`config.mk`:
```
export PLATFORM = sky130hd
export DESIGN_NAME = csr_regfile
export DESIGN_NICKNAME = d
export VERILOG_FILES = /design/src/rtl/csr_pkg.sv /design/src/rtl/csr_counter.sv /design/src/rtl/csr_regfile.sv
export SDC_FILE = /design/constraint.sdc
export NUM_CORES = 2
export LEC_CHECK = 0
export ABC_CLOCK_PERIOD_IN_PS = 27400
export CAP_MARGIN = 5
export CORE_MARGIN = 5
export CORE_UTILIZATION = 44
export DETAILED_ROUTE_END_ITERATION = 6
export SKIP_LAST_GASP = 1
export SLEW_MARGIN = 15
export SYNTH_ARGS = -nofsm -noshare
export SYNTH_HDL_FRONTEND = slang
export SYNTH_SLANG_ARGS = --single-unit
```
`constraint.sdc`:
```
create_clock -name clk -period 27.4 [get_ports clk]
set_input_delay 2.74 -clock clk [delete_from_list [all_inputs] [get_ports clk]]
set_output_delay 2.74 -clock clk [all_outputs]
set_load 0.01 [all_outputs]
```
`src/rtl/csr_pkg.sv`:
```
// Shared CSR definitions for the machine-mode register file.
// Addresses, write-slot bundle, privilege encoding and mstatus fields.
package csr_pkg;

  localparam int CSR_XLEN = 64;

  localparam logic [11:0] CSR_MSTATUS  = 12'h300;
  localparam logic [11:0] CSR_MISA     = 12'h301;
  localparam logic [11:0] CSR_MIE      = 12'h304;
  localparam logic [11:0] CSR_MTVEC    = 12'h305;
  localparam logic [11:0] CSR_MSCRATCH = 12'h340;
  localparam logic [11:0] CSR_MEPC     = 12'h341;
  localparam logic [11:0] CSR_MCAUSE   = 12'h342;
  localparam logic [11:0] CSR_MTVAL    = 12'h343;
  localparam logic [11:0] CSR_MIP      = 12'h344;
  localparam logic [11:0] CSR_MCYCLE   = 12'hB00;
  localparam logic [11:0] CSR_MINSTRET = 12'hB02;

  localparam logic [CSR_XLEN-1:0] MISA_VALUE =
    64'h8000_0000_0000_0100;

  localparam int MSTATUS_MIE    = 3;
  localparam int MSTATUS_MPIE   = 7;
  localparam int MSTATUS_MPP_HI = 12;
  localparam int MSTATUS_MPP_LO = 11;

  typedef enum logic [1:0] {
    PRIV_U = 2'b00,
    PRIV_M = 2'b11
  } priv_e;

  typedef enum logic {
    ST_IDLE,
    ST_REDIRECT
  } redir_e;

  typedef struct packed {
    logic [11:0]         addr;
    logic [CSR_XLEN-1:0] data;
    logic                we;
  } csr_op_t;

endpackage

```
`src/rtl/csr_counter.sv`:
```
// Free-running counter with increment enable and write override.
// A write in the same cycle wins over the increment.
module csr_counter #(
  parameter int W = 64
) (
  input  logic         clk,
  input  logic         reset,
  input  logic         inc_i,
  input  logic         we_i,
  input  logic [W-1:0] wdata_i,
  output logic [W-1:0] count_o
);

  logic [W-1:0] cnt_q, cnt_d;

  always_comb begin
    cnt_d = cnt_q;
    if (we_i)
      cnt_d = wdata_i;
    else if (inc_i)
      cnt_d = cnt_q + W'(1);
  end

  always_ff @(posedge clk or posedge reset) begin
    if (reset)
      cnt_q <= '0;
    else
      cnt_q <= cnt_d;
  end

  assign count_o = cnt_q;

endmodule

```
`src/rtl/csr_regfile.sv`:
```
// Machine-mode CSR file at commit: slot writes, counters,
// ECALL/MRET redirect and privilege tracking.
module csr_regfile
  import csr_pkg::*;
#(
  parameter int NUM_OPS = 3,
  parameter int XLEN    = 64
) (
  input  logic                    clk,
  input  logic                    reset,
  input  logic                    commit_valid,
  input  csr_op_t [NUM_OPS-1:0]   csr_ops,
  input  logic                    is_ecall,
  input  logic                    is_mret,
  input  logic [11:0]             raddr,
  output logic [XLEN-1:0]         rdata,
  output logic                    redirect_valid,
  output logic [XLEN-1:0]         redirect_pc,
  output logic [1:0]              priv_mode
);

  logic [XLEN-1:0] mstatus_q, mstatus_d;
  logic [XLEN-1:0] mie_q, mie_d;
  logic [XLEN-1:0] mtvec_q, mtvec_d;
  logic [XLEN-1:0] mscratch_q, mscratch_d;
  logic [XLEN-1:0] mepc_q, mepc_d;
  logic [XLEN-1:0] mcause_q, mcause_d;
  logic [XLEN-1:0] mtval_q, mtval_d;

  logic            cyc_we, ret_we;
  logic [XLEN-1:0] cyc_wd, ret_wd;
  logic [XLEN-1:0] mcycle, minstret;

  redir_e          state_q;
  logic            rv_q;
  logic [XLEN-1:0] rpc_q;
  logic [1:0]      priv_q;

  logic take_trap, take_ret;

  assign take_trap = commit_valid && is_ecall;
  assign take_ret  = commit_valid && is_mret && !is_ecall;

  // Later slots overwrite earlier ones on the same address.
  always_comb begin
    mstatus_d  = mstatus_q;
    mie_d      = mie_q;
    mtvec_d    = mtvec_q;
    mscratch_d = mscratch_q;
    mepc_d     = mepc_q;
    mcause_d   = mcause_q;
    mtval_d    = mtval_q;
    cyc_we     = 1'b0;
    cyc_wd     = '0;
    ret_we     = 1'b0;
    ret_wd     = '0;
    if (commit_valid) begin
      for (int i = 0; i < NUM_OPS; i++) begin
        if (csr_ops[i].we) begin
          case (csr_ops[i].addr)
            CSR_MSTATUS:  mstatus_d  = csr_ops[i].data;
            CSR_MIE:      mie_d      = csr_ops[i].data;
            CSR_MTVEC:    mtvec_d    =
              {csr_ops[i].data[XLEN-1:2], 2'b00};
            CSR_MSCRATCH: mscratch_d = csr_ops[i].data;
            CSR_MEPC:     mepc_d     =
              {csr_ops[i].data[XLEN-1:2], 2'b00};
            CSR_MCAUSE:   mcause_d   = csr_ops[i].data;
            CSR_MTVAL:    mtval_d    = csr_ops[i].data;
            CSR_MCYCLE: begin
              cyc_we = 1'b1;
              cyc_wd = csr_ops[i].data;
            end
            CSR_MINSTRET: begin
              ret_we = 1'b1;
              ret_wd = csr_ops[i].data;
            end
            default: ;
          endcase
        end
      end
    end
  end

  always_ff @(posedge clk or posedge reset) begin
    if (reset) begin
      mstatus_q  <= '0;
      mie_q      <= '0;
      mtvec_q    <= '0;
      mscratch_q <= '0;
      mepc_q     <= '0;
      mcause_q   <= '0;
      mtval_q    <= '0;
    end else begin
      mstatus_q  <= mstatus_d;
      mie_q      <= mie_d;
      mtvec_q    <= mtvec_d;
      mscratch_q <= mscratch_d;
      mepc_q     <= mepc_d;
      mcause_q   <= mcause_d;
      mtval_q    <= mtval_d;
    end
  end

  csr_counter #(.W(XLEN)) u_mcycle (
    .clk     (clk),
    .reset   (reset),
    .inc_i   (1'b1),
    .we_i    (cyc_we),
    .wdata_i (cyc_wd),
    .count_o (mcycle)
  );

  csr_counter #(.W(XLEN)) u_minstret (
    .clk     (clk),
    .reset   (reset),
    .inc_i   (commit_valid),
    .we_i    (ret_we),
    .wdata_i (ret_wd),
    .count_o (minstret)
  );

  // MRET restores MPP as it stood before this commit's writes.
  always_ff @(posedge clk or posedge reset) begin
    if (reset) begin
      state_q <= ST_IDLE;
      rv_q    <= 1'b0;
      rpc_q   <= '0;
      priv_q  <= PRIV_M;
    end else begin
      unique case (state_q)
        ST_IDLE, ST_REDIRECT: begin
          if (take_trap || take_ret) begin
            state_q <= ST_REDIRECT;
            rv_q    <= 1'b1;
            rpc_q   <= take_trap ? mtvec_d : mepc_d;
          end else begin
            state_q <= ST_IDLE;
            rv_q    <= 1'b0;
          end
        end
        default: begin
          state_q <= ST_IDLE;
          rv_q    <= 1'b0;
        end
      endcase
      if (take_trap)
        priv_q <= PRIV_M;
      else if (take_ret)
        priv_q <= mstatus_q[MSTATUS_MPP_HI:MSTATUS_MPP_LO];
    end
  end

  always_comb begin
    rdata = '0;
    case (raddr)
      CSR_MSTATUS:  rdata = mstatus_q;
      CSR_MISA:     rdata = MISA_VALUE;
      CSR_MIE:      rdata = mie_q;
      CSR_MTVEC:    rdata = mtvec_q;
      CSR_MSCRATCH: rdata = mscratch_q;
      CSR_MEPC:     rdata = mepc_q;
      CSR_MCAUSE:   rdata = mcause_q;
      CSR_MTVAL:    rdata = mtval_q;
      CSR_MCYCLE:   rdata = mcycle;
      CSR_MINSTRET: rdata = minstret;
      default:      rdata = '0;
    endcase
  end

  assign redirect_valid = rv_q;
  assign redirect_pc    = rpc_q;
  assign priv_mode      = priv_q;

endmodule

```
After elaboration in Yosys (flattened, before gate mapping)
Index checks and enable logic that the tools add are counted.

storage, ports and cells
  bits in registers = 643
  output and inout bits = 131
  logic and storage cells = 138
  input port bits = 248

cells by class
  multiplexer cells = 80
  equal/unequal tests = 37
  reductions and logical operators = 7
  $add $sub $neg = 2

operators with widths
  kind                                              number
  two-way mux 64 bit                                62
  one-hot mux 64 bit (10 select lines)              1
  == test 12 x 10 -> 1 bit (second input constant)  29
  adder 64 x 1 -> 64 bit (second input constant)    2
  == test 12 bit (second input constant)            8
  two-way mux 1 bit                                 15
  two-way mux 2 bit                                 2
  nonzero test 2 bit                                2
  logical AND 1 bit                                 3
  logical NOT 1 bit                                 1
  logical OR 1 bit                                  1

Longest topological paths before layout
  depth in word-level cells = 9
  gate-level depth with buffers = 9
  depth with buffers taken out = 7

Cells and area by module
Synthesis repeated with hierarchy kept, for this count alone.

unflattened totals
  cell total of the unflattened synthesis = 5847
  area, all modules = 47608.2 um2

by module, submodules not included
  module                     area an instance (um2)  cells an instance  times used  sequential area each (um2)
  csr_regfile                40055.9                 4978               1           12889.9
  csr_counter at u_mcycle    3784.9                  429                1           1601.5
  csr_counter at u_minstret  3767.4                  440                1           1601.5

Least setup slack after synthesis
OpenSTA, ideal clock, no wires.

  path type = input-to-output
  start point = input port raddr[10]
  end point = output port rdata[10]
  stages = 8
  buffers on the path = 2
  data required time = 24.660 ns
  arrival time = 4.462 ns
  setup slack = 20.198 ns
  path through = nor4bb_1 -> nand3_1 -> nor2_1 -> and2_1 -> buf_2 -> clkbuf_1 -> a22oi_1 -> nand3_1

between the ends
  longest elaborated chain between the ends = 2
  elaborated cells on any way between the ends = 11
  classes of those cells = eq/ne (10); mux (1)

RTL lines
  element                                                     line                RTL
  start: declaration                                          csr_regfile.sv:15   input logic [11:0] raddr,
  == test 12 bit or == test 12 x 10 -> 1 bit (tied branches)  csr_regfile.sv:156  case (raddr)
  one-hot mux 64 bit (10 select lines) *                      csr_regfile.sv:156
  end: declaration                                            csr_regfile.sv:16   output logic [XLEN-1:0] rdata,

Every way passes the cells marked *; elsewhere a longest branch is shown, timed or not.

Worst setup path after layout
  start point = input port raddr[8]
  end point = output port rdata[25]

The elaborated chain is that of the path after synthesis.

==> out/qor.csv <==
stage;metric;value;unit
detailed_routing;totalWireLength;249;mm
setup_path;crit_buf_inv;4;
clock_network;cts_setup_buffers;0;
setup_path;cp.required;24.66;ns
detailed_routing;vias;52707;
global_routing;grt_pass1_wl;354;mm
clock_network;numCtsBuffers;80;
setup_path;critPathArrivalTime;6.86;ns
place;dp_hpwl;145;mm
setup_path;critical_path_class;input pin to output pin;
logic_synthesis;syn_inst;5733;
die;io_pins;379;
logic_synthesis;synth_nets;5983;
clock_network;cts_resized;0;
place;io_buffers;378;
global_routing;grt-ovfl-total;0;
clock_network;cts_tree;done;
layout;area.growth.synth_to_final;13.6;%
place;place_congestion;0.943;
die;core_area;107000;um^2
timing;setup_tns;0;ns
die;rows;120;
detailed_routing;drt_first_pass_iters;7;
clock_network;path_clk_slew;0.06;ns
timing;period_share;35.0;%
clock_network;cts_buffer_depth;3;
detailed_routing;avgViaCountPerCell;7.44;
status;violations;design-rule violations;
timing;setup_viol;0;
place;dp_cells;6917;
die;dieHeight;337;um
logic_synthesis;synth.top_cells.by_area;dfrtp_1 34%, mux2i_1 8.1%, o21ai_0 5.1%;
setup_path;worstReg2RegStart;u_minstret.count_o[21]$_DFFE_PP0P_;
logic_synthesis;synth_seq_area_share;34.2;%
logic_synthesis;synth_edf_count;0;
timing;max_freq;104;MHz
setup_path;worst_path_dominant_cell_family;buffers and inverters;
die;start_util;44.1;%
global_routing;grt_max_degree;140;
clock_network;insertion_delay;0.69;ns
setup_path;start_kind;input pin;
logic_synthesis;yosys.area.top_type_share;34.0;%
setup_path;cpMaxStageDelayCell;and2_1;
timing;relSlewSlack;13.9;%
logic_synthesis;async_reset_ff_share;100;%
detailed_routing;drc;7;
clock_network;ctsHoldBuffers;0;
logic_synthesis;syn_area;47100;um^2
power;leakage;23.0;nW
power;vdd_ir_drop_max;0.0000482;V
global_routing;track_usage;41.8;%
setup_path;cp_max_fo;22;
timing;rsz0062_at_grt;no;
setup_path;slowest_delay;0.64;ns
layout;drive_above_1_share;7.99;%
layout;final_cells;7085;
logic_synthesis;synth.distinct_cells;88;
hold_path;min_to;mepc_q[43]$_DFF_PP0_;
setup_path;rrSetupSlack;24.10;ns
clock_network;clkSinkCount;643;
detailed_routing;drt.antenna.violating_nets;0;
hold_path;hold_path.class;flip-flop to flip-flop;
logic_synthesis;avgSynthCellArea;8.22;um^2
logic_synthesis;ys.flop_type;dfrtp_1;
global_routing;grt_pass1_vias;49354;
status;outcome;finished, violations left;
timing;min_period;9.60;ns
layout;nets;5846;
setup_path;crit_chain;clkdlybuf4s50_1 -> nor4bb_1 -> nand3_1 -> nor2_4 -> buf_4 -> and2_1 -> buf_4 -> a22oi_1 -> nand3_1 -> clkdlybuf4s50_1;
hold_path;hold_path_depth;2;
hold_path;hp-start;mepc_q[43]$_DFF_PP0_;
job;maxCapViolCount;0;
setup_path;regToRegEndpoint;u_minstret.count_o[57]$_DFFE_PP0P_;
clock_network;htree_levels;3;
setup_path;cp-end-kind;output pin;
global_routing;antenna_found_initial;26;
logic_synthesis;yosysTopAreaCell;dfrtp_1;
timing;tightest_slew;1.29;ns
timing;hold_violations;0;
timing;skew;0.0390;ns
die;die_x;337;um
clock_network;cts-root-buf;clkbuf_16;
power;powerDensity;49.9;nW/um^2
detailed_routing;first_iter_violations;8339;
logic_synthesis;yosysWarnings;0;
timing;maxSlewViolCount;0;
detailed_routing;wl_per_cell;35.2;um
setup_path;r2r_cells;6;
logic_synthesis;synth.ff_latch_count;643;
die;dieArea;114000;um^2
## logic make-up after synthesis
family	Yosys count	synth area share, %
AOI/OAI and AO/OA	2198	31.7
xor gates and xnor gates	63	1.17
adders and majority gates	2	0.0531
buffers and inverters	749	6.44
DFF	643	34.2
muxes	478	10.4
and+or+nand+nor	1600	16.1
## layer usage
metal / vias up / track usage [%] / routed length [um]
met1: 25528 / 53.7 / 90400
met3: 1119 / 13.9 / 37300
met4: 16 / 27.6 / 18600
li1: 21338 / - / -
met5: - / 0.468 / 139
met2: 4706 / 59.8 / 103000
## cells in the mapped netlist, types with 6 or more instances
cell type,count
a221oi_1,71
buf_6,14
nand4_1,56
mux2i_1,379
a221o_1,68
a21boi_0,30
nand2_1,622
o2bb2ai_1,85
inv_1,25
a32o_1,7
nor4_1,32
xnor2_1,51
nor4bb_1,7
a21oi_2,22
or4_1,6
and2_1,22
or3_1,41
a21o_1,196
o211ai_1,45
o41ai_1,14
buf_2,51
buf_1,15
a22oi_1,186
o22ai_1,32
xor2_1,12
a21oi_1,426
a22o_1,148
dfrtp_1,641
nor2_1,316
nand3_1,157
or3b_2,15
and3_1,67
buf_4,13
nor3_1,188
mux2_2,99
and4_1,15
o221ai_1,96
o21ai_0,478
a222oi_1,55
a2bb2oi_1,6
a31oi_1,144
a211oi_1,27
o21a_1,22
clkbuf_1,627
## tightest hold or removal path: stages (launching register included)
cell	delay (ns)
dfrtp_1	0.36
nand2_1	0.05
nand2_1	0.05
## where the power goes
| part | total, W | switching [W] | internal (W) |
|---|---|---|---|
| clock network | 0.00107 | 0.000476 | 0.000590 |
| logic | 0.000461 | 0.000272 | 0.000189 |
| registers | 0.00114 | 0.000107 | 0.00104 |
## flip-flops by register name (all words and copies together), names as in the netlist
register / flops
mcause_q: 64
mscratch_q: 64
mie_q: 64
priv_mode: 2
mepc_q: 64
mtvec_q: 64
redirect_pc: 64
u_mcycle.count_o: 64
mtval_q: 64
u_minstret.count_o: 64
mstatus_q: 64
redirect_valid: 1
## metrics by stage
step | hold slack [ns] | total power (W) | setup WS [ns] | utilization [%] | instance area [um^2]
2_1_floorplan | 0.455 | 0.00140 | 6.65 | - | 47100
3_3_place_gp | 0.476 | 0.00160 | 18.07 | 47.7 | 51000
3_5_place_dp | 0.481 | 0.00160 | 18.07 | 47.7 | 51000
4_1_cts | 0.493 | 0.00265 | 18.08 | 50.1 | 53500
5_1_grt | 0.522 | 0.00274 | 17.88 | 50.1 | 53500
6_report | 0.497 | 0.00267 | 17.80 | 50.1 | 53500
## cell type report
cell class	instances	area, um^2
Antenna cell	24	60.1
Clock buffer	124	2310
Clock inverter	20	183
Fill cell	10070	53200
Inverter	26	113
Multi-Input combinational cell	4341	28200
Sequential cell	643	16100
Tap cell	1403	1760
Timing Repair Buffer	504	4790
## cell usage in the layout, fill, tap and decap left out, types with 144 or more instances in the layout
cell | netlist | layout
a21o_1 | 196 | 196
a21oi_1 | 426 | 425
dfrtp_1 | 641 | 641
nor3_1 | 188 | 182
nor2_1 | 316 | 309
o21ai_0 | 478 | 478
mux2i_1 | 379 | 379
nand2_1 | 622 | 616
a22oi_1 | 186 | 186
nand3_1 | 157 | 155
clkdlybuf4s50_1 | 0 | 376
a31oi_1 | 144 | 144
a22o_1 | 148 | 148
## worst max path at each step
stage | start | end | slack [ns] | cells past startpoint
6_report | raddr[8] | rdata[25] | 17.80 | 10
4_1_cts | raddr[8] | rdata[25] | 18.08 | 10
2_1_floorplan | reset | mcause_q[0]$_DFFE_PP0P_ | 6.65 | 1
5_1_grt | raddr[8] | rdata[25] | 17.88 | 10
3_3_place_gp | raddr[6] | rdata[55] | 18.07 | 10
3_5_place_dp | raddr[8] | rdata[25] | 18.07 | 10
Power figures use the tool's default switching activity.
